File: config.mk
export PLATFORM = sky130hd
export DESIGN_NAME = temp_sample_sched
export DESIGN_NICKNAME = d
export VERILOG_FILES = /design/src/rtl/temp_sample_sched.sv
export SDC_FILE = /design/constraint.sdc
export NUM_CORES = 1
export LEC_CHECK = 0
export ABC_AREA = 1
export CORE_AREA = 3 3 95 165
export CTS_BUF_LIST = sky130_fd_sc_hd__clkbuf_16
export CTS_CLUSTER_SIZE = 10
export DETAILED_ROUTE_END_ITERATION = 12
export DIE_AREA = 0 0 98 168
export GPL_ROUTABILITY_DRIVEN = 0
export PLACE_DENSITY = 0.53
export SLEW_MARGIN = 30
export SYNTH_ARGS = -nofsm -noshare
export SYNTH_HDL_FRONTEND = slang
export SYNTH_SLANG_ARGS = --single-unit
File: constraint.sdc
create_clock -name sys_clk -period 1.6 [get_ports sys_clk]
set_input_delay 0.48 -clock sys_clk [delete_from_list [all_inputs] [get_ports sys_clk]]
set_output_delay 0.48 -clock sys_clk [all_outputs]
set_load 0.02 [all_outputs]
File: src/rtl/temp_sample_sched.sv
`default_nettype none
// ============================================================================
// temp_sample_sched : periodic DS18B20 sampling scheduler with retry/timeout,
//                     fixed-point split and hysteretic over-temperature alarm.
//                     Optional 4-sample averaging when TEMP_AVG_EN is defined.
// Revision: 1.0
// ============================================================================
module temp_sample_sched #(
  parameter int CLK_FREQ_HZ = 50_000_000,
  parameter int PERIOD_MS   = 1000,
  parameter int TIMEOUT_MS  = 1500,
  parameter int MAX_RETRY   = 3,
  parameter int HYST        = 1
) (
  input  logic        sys_clk,
  input  logic        sys_rst_n,
  input  logic        enable,
  input  logic        force_req,
  output logic        conv_start,
  input  logic        sensor_done,
  input  logic        sensor_ok,
  input  logic [15:0] sensor_temp,
  input  logic [7:0]  alarm_th,
  output logic [15:0] temp_raw,
  output logic [7:0]  temp_int,
  output logic [3:0]  temp_deci,
  output logic        temp_valid,
  output logic        alarm,
  output logic        fault,
  output logic        busy
);

  localparam int TICK_DIV = (CLK_FREQ_HZ / 1000 < 1) ? 1 : CLK_FREQ_HZ / 1000;
  localparam int PW       = (TICK_DIV > 1) ? $clog2(TICK_DIV) : 1;
  localparam int MS_MAX   = (PERIOD_MS > TIMEOUT_MS) ? PERIOD_MS : TIMEOUT_MS;
  localparam int CW       = $clog2(MS_MAX + 1);
  localparam int RW       = $clog2(MAX_RETRY + 1);

  typedef enum logic [2:0] {
    S_IDLE  = 3'd0,
    S_REQ   = 3'd1,
    S_WAIT  = 3'd2,
    S_EVAL  = 3'd3,
    S_GAP   = 3'd4,
    S_FAULT = 3'd5
  } state_t;

  state_t        state_q, state_d;
  logic [PW-1:0] presc_q;
  logic          tick;
  logic [CW-1:0] ms_q, ms_d;
  logic [RW-1:0] retry_q, retry_d;
  logic          fault_q, fault_d;
  logic          samp_ok_q, samp_ok_d;
  logic [15:0]   samp_temp_q, samp_temp_d;
  logic          pend_q, pend_d;
  logic [15:0]   pend_raw_q, pend_raw_d;
  logic [15:0]   new_raw;
  logic          attempt_fail;

  logic [15:0]   temp_raw_q;
  logic [7:0]    temp_int_q;
  logic [3:0]    temp_deci_q;
  logic          valid_q;
  logic          alarm_q, alarm_d;
  logic [3:0]    deci_w;
  logic signed [9:0] int_s, th_s, rel_s;

  assign tick = (presc_q == PW'(TICK_DIV - 1));

  always_ff @(posedge sys_clk or negedge sys_rst_n) begin
    if (!sys_rst_n) begin
      state_q <= S_IDLE;
    end else begin
      state_q <= state_d;
    end
  end

  always_comb begin
    state_d      = state_q;
    ms_d         = ms_q;
    retry_d      = retry_q;
    fault_d      = fault_q;
    samp_ok_d    = samp_ok_q;
    samp_temp_d  = samp_temp_q;
    pend_d       = 1'b0;
    pend_raw_d   = pend_raw_q;
    attempt_fail = 1'b0;
    case (state_q)
      S_IDLE: begin
        if (force_req) begin
          state_d = S_REQ;
        end else if (tick) begin
          if (enable && (ms_q == CW'(PERIOD_MS - 1))) begin
            state_d = S_REQ;
          end else if (ms_q != CW'(PERIOD_MS - 1)) begin
            ms_d = ms_q + CW'(1);
          end
        end
      end
      S_REQ: begin
        ms_d    = '0;
        state_d = S_WAIT;
      end
      S_WAIT: begin
        // A completion in the timeout cycle still counts as a completion.
        if (sensor_done) begin
          samp_ok_d   = sensor_ok;
          samp_temp_d = sensor_temp;
          state_d     = S_EVAL;
        end else if (tick) begin
          if (ms_q == CW'(TIMEOUT_MS - 1)) begin
            attempt_fail = 1'b1;
          end else begin
            ms_d = ms_q + CW'(1);
          end
        end
      end
      S_EVAL: begin
        if (samp_ok_q) begin
          pend_d     = 1'b1;
          pend_raw_d = new_raw;
          retry_d    = '0;
          fault_d    = 1'b0;
          ms_d       = '0;
          state_d    = S_IDLE;
        end else begin
          attempt_fail = 1'b1;
        end
      end
      S_GAP: begin
        if (tick) begin
          state_d = S_REQ;
        end
      end
      S_FAULT: begin
        if (force_req) begin
          fault_d = 1'b0;
          retry_d = '0;
          state_d = S_REQ;
        end else if (!enable) begin
          fault_d = 1'b0;
          retry_d = '0;
          ms_d    = '0;
          state_d = S_IDLE;
        end
      end
      default: state_d = S_IDLE;
    endcase
    if (attempt_fail) begin
      retry_d = retry_q + RW'(1);
      if (retry_q + RW'(1) == RW'(MAX_RETRY)) begin
        fault_d = 1'b1;
        state_d = S_FAULT;
      end else begin
        state_d = S_GAP;
      end
    end
  end

`ifdef TEMP_AVG_EN
  logic [15:0]       hist_q [4];
  logic [15:0]       hist_d [4];
  logic              primed_q;
  logic signed [17:0] sum_w;

  // The first good sample after reset fills the whole window so the average starts settled.
  always_comb begin
    if (primed_q) begin
      hist_d[0] = samp_temp_q;
      hist_d[1] = hist_q[0];
      hist_d[2] = hist_q[1];
      hist_d[3] = hist_q[2];
    end else begin
      for (int i = 0; i < 4; i++) hist_d[i] = samp_temp_q;
    end
    sum_w = '0;
    for (int i = 0; i < 4; i++) sum_w = sum_w + $signed({{2{hist_d[i][15]}}, hist_d[i]});
    new_raw = sum_w[17:2];
  end

  always_ff @(posedge sys_clk or negedge sys_rst_n) begin
    if (!sys_rst_n) begin
      hist_q   <= '{default: '0};
      primed_q <= 1'b0;
    end else if (state_q == S_EVAL && samp_ok_q) begin
      hist_q   <= hist_d;
      primed_q <= 1'b1;
    end
  end
`else
  assign new_raw = samp_temp_q;
`endif

  assign deci_w = 4'(({4'b0, pend_raw_q[3:0]} * 8'd10) >> 4);
  assign int_s  = $signed({{2{pend_raw_q[11]}}, pend_raw_q[11:4]});
  assign th_s   = $signed({{2{alarm_th[7]}}, alarm_th});
  assign rel_s  = th_s - 10'(HYST);

  always_comb begin
    alarm_d = alarm_q;
    if (int_s >= th_s) begin
      alarm_d = 1'b1;
    end else if (int_s < rel_s) begin
      alarm_d = 1'b0;
    end
  end

  always_ff @(posedge sys_clk or negedge sys_rst_n) begin
    if (!sys_rst_n) begin
      presc_q     <= '0;
      ms_q        <= '0;
      retry_q     <= '0;
      fault_q     <= 1'b0;
      samp_ok_q   <= 1'b0;
      samp_temp_q <= '0;
      pend_q      <= 1'b0;
      pend_raw_q  <= '0;
      temp_raw_q  <= '0;
      temp_int_q  <= '0;
      temp_deci_q <= '0;
      alarm_q     <= 1'b0;
      valid_q     <= 1'b0;
    end else begin
      presc_q     <= tick ? '0 : presc_q + PW'(1);
      ms_q        <= ms_d;
      retry_q     <= retry_d;
      fault_q     <= fault_d;
      samp_ok_q   <= samp_ok_d;
      samp_temp_q <= samp_temp_d;
      pend_q      <= pend_d;
      pend_raw_q  <= pend_raw_d;
      valid_q     <= pend_q;
      if (pend_q) begin
        temp_raw_q  <= pend_raw_q;
        temp_int_q  <= pend_raw_q[11:4];
        temp_deci_q <= deci_w;
        alarm_q     <= alarm_d;
      end
    end
  end

  assign conv_start = (state_q == S_REQ);
  assign busy       = (state_q != S_IDLE) && (state_q != S_FAULT);
  assign fault      = fault_q;
  assign temp_raw   = temp_raw_q;
  assign temp_int   = temp_int_q;
  assign temp_deci  = temp_deci_q;
  assign temp_valid = valid_q;
  assign alarm      = alarm_q;

endmodule
`default_nettype wire

# Word-level counts from Yosys, hierarchy flattened
# Index checks and enable logic that the tools add are counted.
[word_totals]
regBits = 97
latch_bits = 0
mem_bits_rw = 0
romBits = 0
input_bits = 30
out_inout_bits = 33
wordCells = 104
n_memories = 0
[op_classes]
add_sub_neg = 4
multipliers = 1
n_div = 0
order_cmp = 2
n_eq_ne = 27
shift = 0
muxes = 43
n_bitwise = 0
reduce_logical = 13
[ops]
columns = ["cell", "n"]
rows = [
  ["11-bit 2-to-1 mux", 10],
  ["11-bit case mux with 5 select lines", 1],
  ["3-bit 2-to-1 mux", 9],
  ["2-bit inequality test, second input constant", 10],
  ["3-bit case mux with 6 select lines", 1],
  ["16-bit by 1-bit adder with 16-bit output, second input constant", 1],
  ["16-bit == test, second input constant", 1],
  ["16-bit 2-to-1 mux", 1],
  ["1-bit 2-to-1 mux", 14],
  ["3-bit inequality test, second input constant", 4],
  ["4-bit inequality test, second input constant", 3],
  ["11-bit by 1-bit adder with 11-bit output, second input constant", 1],
  ["11-bit by 10-bit == test with 1-bit output, second input constant", 1],
  ["11-bit == test, second input constant", 1],
  ["11-bit by 10-bit inequality test with 1-bit output, second input constant", 1],
  ["11-bit AND reduction", 1],
  ["8-bit by 9-bit less-than comparator with 1-bit output", 1],
  ["8-bit by 2-bit subtractor with 9-bit output, second input constant", 1],
  ["8-bit greater-or-equal comparator", 1],
  ["2-bit 2-to-1 mux", 4],
  ["4-bit by 3-bit multiplier with 7-bit output, second input constant", 1],
  ["3-bit by 2-bit == test with 1-bit output, second input constant", 2],
  ["3-bit == test, second input constant", 2],
  ["2-bit AND reduction", 3],
  ["other kinds (12)", 15],
]

# Longest topological paths before layout
# Gate-level depths: netlist of the first run.
[depth]
depth_word = 7
ltp_mapped = 14

# Worst setup path before layout of the first run
# Ideal clock, no wire load.
[synth_path]
path_type = "input-to-reg"
startpoint = "input alarm_th[0]"
endpoint = "register alarm_q (netlist: alarm)"
setup_ns = 0.116
t_arrival_ns = 1.961
path_slack_ns = -0.477
cell_stages = 13
n_path_buf = 0
path_cell_list = "inv_1 > ha_1 > nand3_1 > nor3_1 > a21oi_1 > ha_1 > a21oi_1 > o21a_1 > nand3_1 > nand2_1 > nand2_1 > nand2_1 > nand2_1"
[synth_between]
elab_chain_cells = 4
elab_cells_between_ends = 6
[synth_lines]
columns = ["element", "line_no", "text"]
rows = [
  ["from (decl)", "23", "input logic [7:0] alarm_th,"],
  ["8-bit by 2-bit subtractor with 9-bit output", "198", "assign rel_s = th_s - 10'(HYST);"],
  ["8-bit by 9-bit less-than comparator with 1-bit output", "204", "end else if (int_s < rel_s) begin"],
  ["2-bit nonzero test (no line)", "--", ""],
  ["2-bit AND reduction (no line)", "--", ""],
  ["to (signal assigned)", "238", "alarm_q <= alarm_d;"],
  ["to (decl)", "65", "logic alarm_q, alarm_d;"],
]
# Several ways; a longest one is shown, not always the timed one.
# A chain may end at the register's enable or synchronous reset.

# Worst setup path after layout of the first run
[layout_path]
startpoint = "input alarm_th[7]"
endpoint = "register alarm_q (netlist: alarm)"
# The elaborated chain is that of the path after synthesis.

==> results.json, run 1 <==
{
  "synth.area.top_cells": "sky130_fd_sc_hd__dfrtp_1 (46%), sky130_fd_sc_hd__nand2_1 (15%), sky130_fd_sc_hd__ha_1 (6.2%)",
  "seq_area_um2": 2230,
  "grt_setup_unrepaired": "true",
  "finalSetupViolCount": 16,
  "flow.area_growth_from_synthesis_pct": 48.0,
  "power.share.clock_pct": 45.3,
  "yosysMostFrequentCell": "sky130_fd_sc_hd__nand2_1",
  "dp.final_hpwl_mm": 9.03,
  "root_buffer": "sky130_fd_sc_hd__clkbuf_16",
  "global_route_wire_length_before_repair_mm": 20.5,
  "dieWidth_um": 98,
  "number_of_max_capacitance_violations_reported": 0,
  "antenna_violations_before_repair": 0,
  "cts_inserted_buffers": 9,
  "synthArstFlopShare_pct": 100,
  "core-area_um2": 14400,
  "cts-hold-fix-buffers": 0,
  "totalNegativeSetupSlack_ns": -0.559,
  "ant_nets": 0,
  "multi_input_comb_area_um2": 2740,
  "cts.sink_count": 89,
  "first_global_vias": 4521,
  "crit-reg2reg-capture": "ms_q[9]",
  "timing.critical_path.slowest_stage_cell": "sky130_fd_sc_hd__clkdlybuf4s50_1",
  "tritoncts": "done",
  "timing.final.crit_share_pct": 111,
  "crit_buf_inv": 2,
  "detail_route.drc_violations": 0,
  "netlist_top_cells_count": "sky130_fd_sc_hd__nand2_1 (190), sky130_fd_sc_hd__dfrtp_1 (89), sky130_fd_sc_hd__nor2_1 (63)",
  "whs_ns": 0.0395,
  "critPathLaunchType": "input pin",
  "failed_checks": "setup timing",
  "ctsHtreeMaxLevel": 3,
  "reg2reg_setup_slack_ns": -0.04,
  "synth_cell_types": 33,
  "cell_internal_pwr_w": 0.00347,
  "io-pin-count": 63,
  "cp_common_cell": "sky130_fd_sc_hd__nand2_1",
  "relSlewSlack_pct": 73.8,
  "share_of_layout_cells_above_drive_strength_1_pct": 33.5,
  "synth_edf_count": 0,
  "drt_first_pass_iters": 4,
  "grt.overflow.total": 0,
  "post-route-worst-setup-slack_ns": -0.176,
  "worstPathCellList": "clkdlybuf4s50_1 > inv_2 > xor2_1 > ha_1 > nand2_2 > o21a_1 > nand3_1 > nand2_1 > nand2_1 > nand2_1 > nand2_1",
  "power_frac_seq_pct": 49.0,
  "routed-via-count": 4404,
  "synth.cell_area_um2": 4870,
  "leakage_component_of_the_power_nw": 3.70,
  "synth-seq-area-share_pct": 45.7,
  "nFillCells": 1413,
  "hold_path.class": "input pin to asynchronous set/reset pin",
  "port_buffers": 62,
  "critical_path.reg2reg.startpoint": "presc_q[0]",
  "drtIter0Drc": 107,
  "synth_warnings": 0,
  "crit_type": "input pin to register",
  "clock_insertion_delay_worst_skew_ns": 0.35,
  "ys_dominant_reg_cell": "sky130_fd_sc_hd__dfrtp_1",
  "outcome": "complete, but fails checks",
  "routed_wirelength_mm": 12.7,
  "worstRegToRegCells": 10,
  "postSynthNetCount": 659,
  "timing.final.max_slew_violations": 0,
  "design_power_total_w": 0.00460,
  "ys_seq_elements": 89,
  "timing.final.hold_violations": 0,
  "number_of_instances_in_the_synthesized_netlist": 604,
  "initial_utilization_pct": 33.7,
  "average_instance_area_after_synthesis_um2": 8.06,
  "min_period_ns": 1.78,
  "max-clock-path-buffers": 2,
  "critical_path.max_stage_delay_ns": 0.50,
  "fmax_mhz": 563,
  "endpoint_kind_of_the_worst_setup_timing_path": "register",
  "grt_use_total_pct": 15.3,
  "yosys_top_cell_area_share_pct": 45.7,
  "timing_worst_slew_pin_value_ns": 0.393,
  "timing.critical_path.required_ns": 1.84,
  "critPathMaxFanout": 2,
  "clkSlewWorstSetupHoldPaths_ns": 0.08,
  "routedWlPerCell_um": 13.6,
  "synth_largest_area_cell": "sky130_fd_sc_hd__dfrtp_1",
  "worst-endpoint-arrival_ns": 2.02,
  "crit_family": "buffers and inverters",
  "grt_start_max_net_pins": 26,
  "vdd.ir_drop.worst_uv": 466,
  "routed_via_density": 4.72,
  "die_area_um2": 16500,
  "row_count": 58,
  "power.switching_fraction_pct": 24.5,
  "design.final.nets": 803,
  "power.net_switching_w": 0.00113,
  "chipHeight_um": 168,
  "antenna-diode-count": 0,
  "pwr_density_cell_nw_per_um2": 638,
  "comb_power_share_pct": 5.8,
  "timing.clock.skew_ns": 0.00978
}
==> per-stage QoR <==
| step | worst slack [ns] | utilization [%] | cell area, um2 | cells |
|---|---|---|---|---|
| after floorplan | -0.339 | - | 4920 | 604 |
| after global placement | -1.07 | 43.3 | 6250 | 900 |
| after detailed placement | -1.15 | 43.3 | 6250 | 900 |
| after CTS | -0.232 | 46.7 | 6740 | 925 |
| after global routing | -0.313 | 49.9 | 7210 | 933 |
| final | -0.176 | 49.9 | 7210 | 933 |
==> placed cells by master (no fill, tap or decap), types with 17 or more instances in the layout <==
cell and count:
sky130_fd_sc_hd__nor2_4 18, sky130_fd_sc_hd__nor2_1 44, sky130_fd_sc_hd__inv_1 48, sky130_fd_sc_hd__nand2_2 30
sky130_fd_sc_hd__nand2_1 159, sky130_fd_sc_hd__buf_4 72, sky130_fd_sc_hd__a21oi_1 19, sky130_fd_sc_hd__dlygate4sd2_1 32
sky130_fd_sc_hd__dfrtp_1 87, sky130_fd_sc_hd__ha_1 19, sky130_fd_sc_hd__o21ai_1 17, sky130_fd_sc_hd__clkdlybuf4s50_1 21
==> layer usage <==
metal  wire, um  global-route usage (%)  vias to the layer above
li1           -                       -                     2194
met5          0                       0                        -
met2       7330                    29.3                       76
met1       4610                    15.8                     2111
met3        357                    2.24                       23
met4        371                    7.84                        0
==> worst max-delay path by stage <==
stage | startpoint | endpoint | slack (ns) | cells after the start
after floorplan | alarm_th[1] | alarm | -0.34 | 13
after global placement | alarm_th[1] | alarm | -1.07 | 14
after detailed placement | alarm_th[1] | alarm | -1.15 | 14
after CTS | alarm_th[2] | alarm | -0.23 | 14
after global routing | alarm_th[2] | alarm | -0.31 | 14
final | alarm_th[7] | alarm | -0.18 | 11
==> power by group through the flow <==
| stage | logic [W] | clock network [W] | registers, W |
|---|---|---|---|
| 4_1_cts | 0.000260 | 0.00217 | 0.00225 |
| 5_1_grt | 0.000295 | 0.00226 | 0.00225 |
| 6_report | 0.000265 | 0.00208 | 0.00225 |
| 2_1_floorplan | 0.0000563 | 0 | 0.00230 |
| 3_5_place_dp | 0.000251 | 0 | 0.00229 |
| 3_3_place_gp | 0.000246 | 0 | 0.00229 |
==> area by class of cell <==
type	count	share of cell area, %
repair buffers	154	20.2
flip-flops and latches	89	30.9
well taps	180	3.13
clock inverters	7	0.851
clock buffers	9	3.13
multi-input cells	428	38.0
inverters	66	3.72
==> cells by family (layout without fill, tap and decap cells) <==
logic type               count (synthesis)  in the layout  synth area share, %
XOR/XNOR                                16             16                 2.88
buffers and inverters                   89            236                 8.17
AO/OA/AOI/OAI                           62             62                 6.83
flip-flops                              89             89                 45.7
adder cells (fa/ha/maj)                 25             25                 6.58
multiplexers                             6              6                 1.39
AND/OR/NAND/NOR                        317            319                 28.4
==> state kept, by name (all words and copies together) (netlist names) <==
name and flops:
fault 1, pend_raw_q 16, retry_q 2, presc_q 16, pend_q 1, temp_raw 16, ms_q 11, alarm 1
temp_deci 4, samp_ok_q 1, temp_valid 1, new_raw 16, state_q 3
==> timing repair <==
| action | in CTS | in global routing |
|---|---|---|
| gates resized for setup | 105 | 107 |
| pin swaps | 26 | 40 |
| cloned | 3 | 4 |
| endpoints found under the hold margin | 0 | 0 |
| buffers inserted | 6 | 8 |
| setup endpoints to repair | 70 | 47 |
No activity file was read; power rests on OpenSTA's default activity.
==> run 2, diff against run 1 <==
--- a/config.mk
+++ b/config.mk
@@ -11,7 +11,6 @@
 export CTS_CLUSTER_SIZE = 10
 export DETAILED_ROUTE_END_ITERATION = 12
 export DIE_AREA = 0 0 98 168
-export GPL_ROUTABILITY_DRIVEN = 0
 export PLACE_DENSITY = 0.53
 export SLEW_MARGIN = 30
 export SYNTH_ARGS = -nofsm -noshare
==> results of run 2 <==
No change in the layout: final DEF, timing and power equal those of run 1.
